<file path="config.mk">
export PLATFORM = sky130hd
export DESIGN_NAME = handshake_mc_flat
export DESIGN_NICKNAME = d
export VERILOG_FILES = /design/src/rtl/handshake_mc_if.sv /design/src/rtl/handshake_mc.sv /design/src/flat_wrapper.sv
export SDC_FILE = /design/constraint.sdc
export NUM_CORES = 1
export LEC_CHECK = 0
export CAP_MARGIN = 20
export CORE_UTILIZATION = 49
export CTS_CLUSTER_DIAMETER = 60
export CTS_CLUSTER_SIZE = 16
export DETAILED_ROUTE_END_ITERATION = 10
export PLACE_DENSITY = 0.77
export SLEW_MARGIN = 30
export SYNTH_ARGS = -nofsm -noshare
export SYNTH_HDL_FRONTEND = slang
export SYNTH_SLANG_ARGS = --single-unit
export TNS_END_PERCENT = 10
</file>
<file path="constraint.sdc">
create_clock -name clk -period 1.6 [get_ports clk]
set_input_delay 0.32 -clock clk [delete_from_list [all_inputs] [get_ports clk]]
set_output_delay 0.32 -clock clk [all_outputs]
set_load 0.05 [all_outputs]
</file>
<file path="src/rtl/handshake_mc_if.sv">
// rtl/handshake_mc_if.sv - per-channel handshake bundle for handshake_mc
//   ready   : producer has data, one bit per channel
//   ack     : consumer acknowledge, one bit per channel
//   req     : request, high while the channel is in SEND
//   busy    : channel is not idle
//   done    : one-cycle completion pulse
//   timeout : one-cycle abort pulse (only with HS_TIMEOUT_EN)
// master modport is the handshake_mc side, slave is the consumer side.
interface handshake_mc_if #(
  parameter int NCH = 4
);
  logic [NCH-1:0] ready;
  logic [NCH-1:0] ack;
  logic [NCH-1:0] req;
  logic [NCH-1:0] busy;
  logic [NCH-1:0] done;
`ifdef HS_TIMEOUT_EN
  logic [NCH-1:0] timeout;
`endif

  modport master (
    input  ready,
    input  ack,
    output req,
    output busy,
    output done
`ifdef HS_TIMEOUT_EN
    , output timeout
`endif
  );

  modport slave (
    output ready,
    output ack,
    input  req,
    input  busy,
    input  done
`ifdef HS_TIMEOUT_EN
    , input timeout
`endif
  );
endinterface

</file>
<file path="src/rtl/handshake_mc.sv">
// rtl/handshake_mc.sv - NCH independent req/ack handshake channels
//   clk   : single clock, rising edge
//   reset : synchronous, active-high
//   hs    : handshake_mc_if.master (ready/ack in, req/busy/done/timeout out)
// Optional macro HS_TIMEOUT_EN adds a per-channel SEND timeout and hs.timeout.
module handshake_mc #(
  parameter int NCH            = 4,
  parameter int PREP_CYCLES    = 4,
  parameter int FOUR_PHASE     = 0,
  parameter int TIMEOUT_CYCLES = 64
) (
  input  logic           clk,
  input  logic           reset,
  handshake_mc_if.master hs
);

  // Zero prep cycles would give a zero-width counter; keep one bit that stays 0.
  localparam int PW = (PREP_CYCLES > 0) ? $clog2(PREP_CYCLES + 1) : 1;
  localparam logic [PW-1:0] PREP_LAST = PW'((PREP_CYCLES > 0) ? PREP_CYCLES - 1 : 0);
`ifdef HS_TIMEOUT_EN
  localparam logic [15:0] TO_LAST = 16'(TIMEOUT_CYCLES - 1);
`endif

  if (NCH < 1 || NCH > 16) begin : g_bad_nch
    $error("handshake_mc: NCH must be 1..16");
  end
  if (PREP_CYCLES < 0 || PREP_CYCLES > 255) begin : g_bad_prep
    $error("handshake_mc: PREP_CYCLES must be 0..255");
  end
  if (TIMEOUT_CYCLES < 1 || TIMEOUT_CYCLES > 65535) begin : g_bad_timeout
    $error("handshake_mc: TIMEOUT_CYCLES must be 1..65535");
  end

  typedef enum logic [1:0] {
    ST_IDLE,
    ST_PREP,
    ST_SEND,
    ST_RELEASE
  } state_t;

  for (genvar i = 0; i < NCH; i++) begin : g_ch
    state_t        state_q, state_d;
    logic [PW-1:0] pcnt_q, pcnt_d;
    logic          done_q, done_d;
`ifdef HS_TIMEOUT_EN
    logic [15:0]   tcnt_q, tcnt_d;
    logic          tout_q, tout_d;
`endif

    always_ff @(posedge clk) begin
      if (reset) begin
        state_q <= ST_IDLE;
        pcnt_q  <= '0;
        done_q  <= 1'b0;
`ifdef HS_TIMEOUT_EN
        tcnt_q  <= '0;
        tout_q  <= 1'b0;
`endif
      end else begin
        state_q <= state_d;
        pcnt_q  <= pcnt_d;
        done_q  <= done_d;
`ifdef HS_TIMEOUT_EN
        tcnt_q  <= tcnt_d;
        tout_q  <= tout_d;
`endif
      end
    end

    // Counters default to zero so they are cleared in every state that does
    // not explicitly advance them.
    always_comb begin
      state_d = state_q;
      pcnt_d  = '0;
      done_d  = 1'b0;
`ifdef HS_TIMEOUT_EN
      tcnt_d  = '0;
      tout_d  = 1'b0;
`endif
      case (state_q)
        ST_IDLE: begin
          // Also taken in the done cycle, so back-to-back requests need no gap.
          if (hs.ready[i]) begin
            state_d = (PREP_CYCLES == 0) ? ST_SEND : ST_PREP;
          end
        end
        ST_PREP: begin
          if (pcnt_q == PREP_LAST) begin
            state_d = ST_SEND;
          end else begin
            pcnt_d = pcnt_q + 1'b1;
          end
        end
        ST_SEND: begin
          // ack in the expiry cycle takes precedence over the timeout.
          if (hs.ack[i]) begin
            if (FOUR_PHASE != 0) begin
              state_d = ST_RELEASE;
            end else begin
              state_d = ST_IDLE;
              done_d  = 1'b1;
            end
          end
`ifdef HS_TIMEOUT_EN
          else if (tcnt_q == TO_LAST) begin
            state_d = ST_IDLE;
            tout_d  = 1'b1;
          end else begin
            tcnt_d = tcnt_q + 16'd1;
          end
`endif
        end
        ST_RELEASE: begin
          if (!hs.ack[i]) begin
            state_d = ST_IDLE;
            done_d  = 1'b1;
          end
        end
        default: state_d = ST_IDLE;
      endcase
    end

    assign hs.req[i]  = (state_q == ST_SEND);
    assign hs.busy[i] = (state_q != ST_IDLE);
    assign hs.done[i] = done_q;
`ifdef HS_TIMEOUT_EN
    assign hs.timeout[i] = tout_q;
`endif
  end

endmodule

</file>
<file path="src/flat_wrapper.sv">
// flat-port wrapper written by rule: the top's interface ports become plain ports
module handshake_mc_flat 
#(
  parameter int NCH            = 4,
  parameter int PREP_CYCLES    = 4,
  parameter int FOUR_PHASE     = 0,
  parameter int TIMEOUT_CYCLES = 64
)
  (clk, reset, hs_ready, hs_ack, hs_req, hs_busy, hs_done);
  handshake_mc_if #(.NCH(NCH)) hs_i ();
  input  logic clk;
  input  logic reset;
  input wire logic [$bits(hs_i.ready)-1:0] hs_ready;
  input wire logic [$bits(hs_i.ack)-1:0] hs_ack;
  output wire logic [$bits(hs_i.req)-1:0] hs_req;
  output wire logic [$bits(hs_i.busy)-1:0] hs_busy;
  output wire logic [$bits(hs_i.done)-1:0] hs_done;
  assign hs_i.ready = hs_ready;
  assign hs_i.ack = hs_ack;
  assign hs_req = hs_i.req;
  assign hs_busy = hs_i.busy;
  assign hs_done = hs_i.done;
  handshake_mc #(.NCH(NCH), .PREP_CYCLES(PREP_CYCLES), .FOUR_PHASE(FOUR_PHASE), .TIMEOUT_CYCLES(TIMEOUT_CYCLES)) u_core (.clk(clk), .reset(reset), .hs(hs_i));
endmodule
</file>
# Word-level counts from Yosys, hierarchy flattened
# Index checks and enable logic that the tools add are counted.
dict set report op_classes {
  n_addsub 4
  multipliers 0
  div 0
  order_cmp 0
  n_eq_ne 32
  shifts 0
  muxes 32
  n_bitwise 4
  reduce_logical 16
}
# operator n
set ops {}
lappend ops {{2-to-1 mux 2 bit} 16}
lappend ops {{one-hot mux 2 bit (4 select lines)} 4}
lappend ops {{!= test 2 bit, second input constant} 12}
lappend ops {{== test 2 bit, second input constant} 8}
lappend ops {{AND reduction 4 bit} 4}
lappend ops {{adder 3 x 1 -> 3 bit, second input constant} 4}
lappend ops {{== test 3 x 2 -> 1 bit, second input constant} 4}
lappend ops {{OR reduction 3 bit} 4}
lappend ops {{== test 2 x 1 -> 1 bit, second input constant} 4}
lappend ops {{logical NOT 2 bit} 4}
lappend ops {{2-to-1 mux 1 bit} 8}
lappend ops {{!= test 2 x 1 -> 1 bit, second input constant} 4}
lappend ops {{one-hot mux 1 bit (2 select lines)} 4}
lappend ops {{nonzero test 2 bit} 4}
lappend ops {{inverter 1 bit} 4}
dict set report word_totals {
  regBits 24
  latchBits 0
  ramBits 0
  rom_bits 0
  in_bits 10
  out_inout_bits 12
  wordCells 100
  memories 0
}

# Logic depth before layout (Yosys ltp)
dict set report logic_depth {
  ltp_word 3
  depth_mapped 5
  ltp_nobuf 5
}

# Worst setup path before layout
# Ideal clock, no wire load.
dict set report synth_timing {
  path_kind {reg2out}
  start {register u_core.g_ch[1].state_q[1]}
  end {output hs_req[1]}
  t_arrival_ns 1.129
  path_slack_ns 0.151
  path_stages_with_launch 3
  path_buffers 0
  cell_sequence {dfxtp_1 inv_1 nor2_1}
}
dict set report synth_between {
  elab_chain_cells 1
}
# item line
set synth_rtl {}
lappend synth_rtl {{start, declared} handshake_mc.sv:42} ;# state_t state_q, state_d;
lappend synth_rtl {{start signal, assigned} handshake_mc.sv:60} ;# state_q <= state_d;
lappend synth_rtl {{== test 2 bit} handshake_mc.sv:123} ;# assign hs.req[i] = (state_q == ST_SEND);
lappend synth_rtl {{end, declared} flat_wrapper.sv:15} ;# output wire logic [$bits(hs_i.req)-1:0] hs_req;
# Every way passes these cells.

# Worst setup path after layout
dict set report layout_timing {
  start {register u_core.g_ch[1].state_q[0]}
  end {output hs_busy[1]}
}
dict set report layout_between {
  elab_chain_cells 1
}
# item line
set layout_rtl {}
lappend layout_rtl {{nonzero test 2 bit} handshake_mc.sv:124} ;# assign hs.busy[i] = (state_q != ST_IDLE);
lappend layout_rtl {{end, declared} flat_wrapper.sv:16} ;# output wire logic [$bits(hs_i.busy)-1:0] hs_busy;
# Every way passes these cells.

==> reports/qor_table.md <==
| Result | This run |
|---|---|
| Post-Layout Inst Area | 1330 µm² |
| Data required time of the critical path | 1280 ps |
| Lkg Pwr | 0.557 nW |
| Average via count per standard cell | 4.90 |
| Xor-xnor portion of the synthesized cell area | 0.0336 |
| Overall overflow remaining after global route | 0 |
| Final clock period utilization by the worst path | 0.961 |
| Internal Power | 0.000843 W |
| Antenna violations before repair | 0 |
| Standard-cell row count | 16 |
| Total routing usage reported by global routing | 0.172 |
| Post-synthesis simple-gate area fraction | 0.188 |
| Buffers added on ports | 21 |
| CTS clk-pin slew, worst paths | 130 ps |
| Highest ir drop seen on vdd | 612 µV |
| Clock insertion delay at the later pin of the skew report | 310 ps |
| Placed instance count | 159 |
| Buffer cell driving the clock tree root | sky130_fd_sc_hd__clkbuf_4 |
| Adder-cell share of the synthesized area | 0.0960 |
| Proportion of total power due to net switching | 0.289 |
| Vias after detailed routing | 794 |
| Net count after synthesis | 136 |
| Via count of the first global-routing pass | 668 |
| RSZ-0062 raised after global routing | false |
| DRC violations left | 0 |
| Total of endpoints with negative setup slack in the final report | 0 |
| Violation count after the first detailed-routing iteration | 5 |
| Worst r2r src | u_core.g_ch[0].pcnt_q[0] |
| Sequential area share after synthesis | 0.461 |
| Synthesized area per cell | 8.83 µm² |
| Synthesized netlist cell count | 118 |
| Dpl hpwl | 1380 µm |
| Cell depth of the worst min-delay path | 1 |
| Min Hold Slack | 436 ps |
| Area post-placement | 1310 µm² |
| Setup CP Type | reg -> out |
| YS warnings | 0 |
| Worst r2r path cells | 4 |
| Critical Path Fanout Max | 8 |
| Worst max-slew margin expressed relative to the limit | 0.813 |
| Clk sink count | 24 |
| Compound-gate portion of the synthesized area | 0.0984 |
| Core Util, Final | 0.673 |
| Layout cells sized above 1 | 0.185 |
| Synthesized area | 1040 µm² |
| Inserted Diodes | 0 |
| TritonCTS Buffers | 3 |
| Floorplan core area | 1980 µm² |
| Setup TNS Final | 0 ps |
| Die X | 48.1 µm |
| Count of cell types in the netlist | 19 |
| CTS tree | done |
| Minimum clock period | 1540 ps |
| Status | finished clean |
| Finished Layout Cells | 162 |
| Wire length of the first global-routing pass | 2660 µm |
| Switching power | 0.000342 W |
| Post-synthesis to final-layout area growth | 28.0% |
| Routed wire per std cell | 11.3 µm |
| Most common cell after layout, fill and taps aside | sky130_fd_sc_hd__nor2_1 |
| Effective utilization at floorplan | 0.526 |
| Die Outline Area | 2320 µm² |
| Clock group share of total power | 0.218 |
| Max frequency | 650 MHz |
| First-pass DRT Iterations | 4 |
| Maximum clock path buffer count | 2 |
| Dominant combinational cell family by area after synthesis | simple AND/OR/NAND/NOR gates |
| Arrival time at the worst endpoint | 1220 ps |
| Final layout net count | 155 |
| Die height | 48.1 µm |
| Most frequent cells in the layout | sky130_fd_sc_hd__nor2_1 (21), sky130_fd_sc_hd__dfxtp_1 (20), sky130_fd_sc_hd__inv_1 (14) |
| Clock Skews | 15.1 ps |
| Count of nets left with antenna violations after detail routing | 0 |
| Worst min-delay path endpoint | u_core.g_ch[3].pcnt_q[0] |
| Number of hold-slack violations in the final timing report | 0 |
| Number of register bits inferred by synthesis | 24 |
| Largest net degree at the start of global routing | 16 |
| Placer Congestion | 0.717 |
| Critical Path End Type | output port |
| Max Cap Viol | 0 |
| Power share of the combinational group | 0.227 |
| Internal reg-to-reg setup slack | 140 ps |
| Capturing point of the worst reg2reg path | u_core.g_ch[0].pcnt_q[0] |
| Transition time at the pin with the least slew margin | 281 ps |
| Startpoint type of the worst setup path | flip-flop |
| Power density of the placed cells | 889 nW/µm² |
| Overall routed net length | 1830 µm |
| H-tree Lvls | 1 |
| Relative contribution of sequential cells to total power | 0.556 |
| Launch point of the worst hold path | u_core.g_ch[3].pcnt_q[0] |
| Boundary Pins | 22 |
| Total count of max-transition violations in the final report | 0 |
| Fraction of synthesized area in multiplexers | 0.0288 |
| Class of the tightest hold or removal check | reg -> reg |
## kinds of logic (layout without fill, tap and decap cells)
logic type,after synthesis,after routing
xor+xnor,4,4
simple gates,40,40
mux,3,3
compound gates,17,17
flops,24,24
fa+ha+maj,8,8
buf+inv,22,39
## stage by stage
step,total power (W),worst slack [ps]
floorplan,0.000822,151
CTS,0.00119,8.97
global placement,0.000930,210
detailed placement,0.000939,162
finish,0.00119,61.9
global route,0.00124,5.92
## cells in the mapped netlist
master / n / area share
sky130_fd_sc_hd__clkbuf_1: 4 / 0.014
sky130_fd_sc_hd__nand3b_1: 1 / 0.0072
sky130_fd_sc_hd__nand3_1: 3 / 0.014
sky130_fd_sc_hd__nor2_1: 21 / 0.076
sky130_fd_sc_hd__nor3_1: 4 / 0.019
sky130_fd_sc_hd__buf_4: 4 / 0.029
sky130_fd_sc_hd__or4b_4: 1 / 0.013
sky130_fd_sc_hd__dfxtp_1: 24 / 0.46
sky130_fd_sc_hd__nor3b_1: 1 / 0.0072
sky130_fd_sc_hd__mux2i_1: 3 / 0.029
sky130_fd_sc_hd__nor2b_1: 1 / 0.0060
sky130_fd_sc_hd__and2b_1: 2 / 0.014
sky130_fd_sc_hd__a21oi_1: 10 / 0.048
sky130_fd_sc_hd__a211oi_1: 7 / 0.050
sky130_fd_sc_hd__ha_1: 8 / 0.096
sky130_fd_sc_hd__or2_2: 4 / 0.024
sky130_fd_sc_hd__inv_1: 14 / 0.050
sky130_fd_sc_hd__xnor2_1: 4 / 0.034
sky130_fd_sc_hd__nand2_1: 2 / 0.0072
## how the worst max path moves through the flow
stage,startpoint,to,slack [ps],cells after the start
after global placement,reset,u_core.g_ch[0].pcnt_q[0],210,3
after detailed placement,u_core.g_ch[0].pcnt_q[0],u_core.g_ch[0].pcnt_q[0],160,4
after floorplan,u_core.g_ch[1].state_q[1],hs_req[1],150,2
after global routing,u_core.g_ch[2].state_q[0],hs_busy[2],6,2
final,u_core.g_ch[1].state_q[0],hs_busy[1],60,2
after CTS,u_core.g_ch[1].state_q[1],hs_req[1],9,3
## sequential cells by signal, indices dropped and copies added (netlist names)
name / flops
u_core.g_ch.done_q: 4
u_core.g_ch.pcnt_q: 12
u_core.g_ch.state_q: 8
## cell type report
type,instances,area [µm²]
well taps,27,33.8
flip-flops and latches,24,485
multi-input cells,72,464
clock buffers,3,22.5
repair buffers,22,275
inverters,14,52.6
fillers,155,648
## power groups by stage
stage          Combinational (W)  Sequential (W)  Clock [W]
3_5_place_dp            0.000269        0.000669          0
4_1_cts                 0.000271        0.000656   0.000268
3_3_place_gp            0.000263        0.000667          0
2_1_floorplan           0.000170        0.000651          0
5_1_grt                 0.000286        0.000663   0.000289
6_report                0.000269        0.000658   0.000258
## routing by layer
layer / vias to the layer above / track usage / wire length, µm
met5: - / 0 / 0
met2: 14 / 0.300 / 934
met4: 0 / 0.0778 / 14
met3: 2 / 0.0481 / 55
met1: 364 / 0.195 / 827
li1: 414 / - / -
## worst max-delay path, stage by stage (launching register included)
cell	delay [ps]
sky130_fd_sc_hd__dfxtp_1	400
sky130_fd_sc_hd__or2_2	340
sky130_fd_sc_hd__buf_12	150
## what timing repair did
action                                  CTS  global route
hold buffers                              0             0
buffers inserted                          0             0
endpoints found under the hold margin     0             0
resized for setup                         0             4
endpoints found under the setup margin    0             4
Power figures use the tool's default switching activity.
==> edit: new RTL, same settings <==
`NCH` is set to 4 in 3 places; all go to 8.
--- a/src/rtl/handshake_mc_if.sv
+++ b/src/rtl/handshake_mc_if.sv
@@ -7,7 +7,7 @@
 //   timeout : one-cycle abort pulse (only with HS_TIMEOUT_EN)
 // master modport is the handshake_mc side, slave is the consumer side.
 interface handshake_mc_if #(
-  parameter int NCH = 4
+  parameter int NCH = 8
 );
   logic [NCH-1:0] ready;
   logic [NCH-1:0] ack;
--- a/src/rtl/handshake_mc.sv
+++ b/src/rtl/handshake_mc.sv
@@ -4,7 +4,7 @@
 //   hs    : handshake_mc_if.master (ready/ack in, req/busy/done/timeout out)
 // Optional macro HS_TIMEOUT_EN adds a per-channel SEND timeout and hs.timeout.
 module handshake_mc #(
-  parameter int NCH            = 4,
+  parameter int NCH            = 8,
   parameter int PREP_CYCLES    = 4,
   parameter int FOUR_PHASE     = 0,
   parameter int TIMEOUT_CYCLES = 64
--- a/src/flat_wrapper.sv
+++ b/src/flat_wrapper.sv
@@ -1,7 +1,7 @@
 // flat-port wrapper written by rule: the top's interface ports become plain ports
 module handshake_mc_flat 
 #(
-  parameter int NCH            = 4,
+  parameter int NCH            = 8,
   parameter int PREP_CYCLES    = 4,
   parameter int FOUR_PHASE     = 0,
   parameter int TIMEOUT_CYCLES = 64
Interface: changed (5 resized); port bits go from 22 to 42. No check against the original RTL was run, so the function may have changed too.
==> edit against the original RTL <==
  * Clock power increased to 3.1 times the old value
  * Total power grew 110%
  * Clock skew decreased by 13 ps
  * Sequential cell count up 24
  * Core utilization up 0.57 points
  * Final area up 110%
  * Cell count up 94%
  * Wire length increased by 85%
  * Critical path depth up 1
  * Setup slack worse by 32 ps
  * Area after synthesis increased by 100%
  * Critical path type unchanged
  * Critical endpoint is now hs_req[3]
  * Largest power group unchanged
==> edit: results (changes against the original RTL) <==
Reg clk slew, reported paths=80 ps (-50 ps); Max FO, Critical Path=6 (-2); Net Count, Synth=259 (+90%); # Post-CTS Setup Buffers=0 (unchanged); via count=1,534 (+93%); total wire length=3390 um (+85%); FF-to-FF setup slack=100 ps (-40 ps); Tot GR Track Use=17.3% (+0.10 points); DR vias/cell=4.89 (-0.32%); root buf cell=clkbuf_8; Max IR drop VDD=0.000704 V (+15%); Worst EP arrival=1250 ps (+30 ps); Post-Synthesis Cells=225 (+91%); area post-placement=0.00266 sq mm (+100%); fill count=320 (+110%); port bufs=41 (+95%); layout cells sized above 1=17.0% (-1.5 points); Peak Freq=637 MHz (-2.0%); vias in the first global route=1,399 (+110%); Netlist cell types=22 (+3); post-cts sizing count=0 (unchanged); # diodes=0 (unchanged); dpl ws=-38.8 ps (-201 ps); Leak=1.11 nW (+99%); CTS Buf Count=5 (+2); synth top area cells=dfxtp_1, ha_1, nor2b_1; Initial DRC Count=77 (+72); # placed instances=308 (+94%); clk_lat worst skew=290 ps (-20 ps); hold_ws=420 ps (-16.1 ps); Post-synth top cells=dfxtp_1, nor2_1, inv_1, nor2b_1, ha_1; post-synthesis sequential area ratio=46.0% (-0.14 points); gpl congestion=0.735 (+2.6%); largest net degree at the start of global routing=15 (-1); R2R depth=4 (unchanged); Hold Crit Class=reg -> reg; status=completed; biggest regs=u_core.g_ch.pcnt_q: 24 flops, u_core.g_ch.state_q: 16 flops, u_core.g_ch.done_q: 8 flops; Nets=299 (+93%); Post-DP HPWL=2540 um (+84%); first-pass GRT wire length=5700 um (+110%); relative slew slack=78.9% (-2.4 points); H-tree depth=2 (+1); Worst path max stage delay=460 ps (+60 ps); CTS max path bufs=2 (unchanged); drt first pass iters=4 (unchanged); clk_skew=2.50 ps (-12.6 ps); hold path depth=1 (unchanged)
edit: final timing paths:
kind | startpoint | endpoint
max | u_core.g_ch[3].state_q[1] | hs_req[3]
min | u_core.g_ch[2].pcnt_q[0] | u_core.g_ch[2].pcnt_q[0]
max reg2reg | u_core.g_ch[6].pcnt_q[0] | u_core.g_ch[6].pcnt_q[0]
min reg2reg | u_core.g_ch[2].pcnt_q[0] | u_core.g_ch[2].pcnt_q[0]
edit: cells by family after synthesis:
family | after synthesis | synth area share, %
adder cells (fa/ha/maj) | 16 | 9.58
AO/OA/AOI/OAI | 22 | 6.46
multiplexers | 2 | 0.958
AND/OR/NAND/NOR | 96 | 26.0
flip-flops | 48 | 46.0
XOR/XNOR | 8 | 3.35
buffers and inverters | 33 | 7.72
edit: area by class of cell:
cell class                      instances  area, sq um  area share (%)
Sequential cell                        48          961            34.9
Clock inverter                          1         30.0            1.09
Multi-Input combinational cell        144          968            35.2
Timing Repair Buffer                   46          588            21.4
Tap cell                               50         62.6            2.27
Inverter                               20         75.1            2.73
Clock buffer                            5         68.8            2.50
edit: power breakdown:
group | switching (mW) | internal [mW]
logic | 0.202 | 0.212
registers | 0.0508 | 1.23
clock network | 0.356 | 0.448
edit: per-layer routing:
metal	track usage, %	share of wire, %
met1	18.9	46
met2	29.0	49
met3	6.76	4.7
met4	8.51	1.1
met5	0	0
edit: critical path, delay by kind of cell (launching register included):
kind | cells | cell delay [ps]
flip-flops | 1 | 460
AND/OR/NAND/NOR | 1 | 230
buffers and inverters | 2 | 270
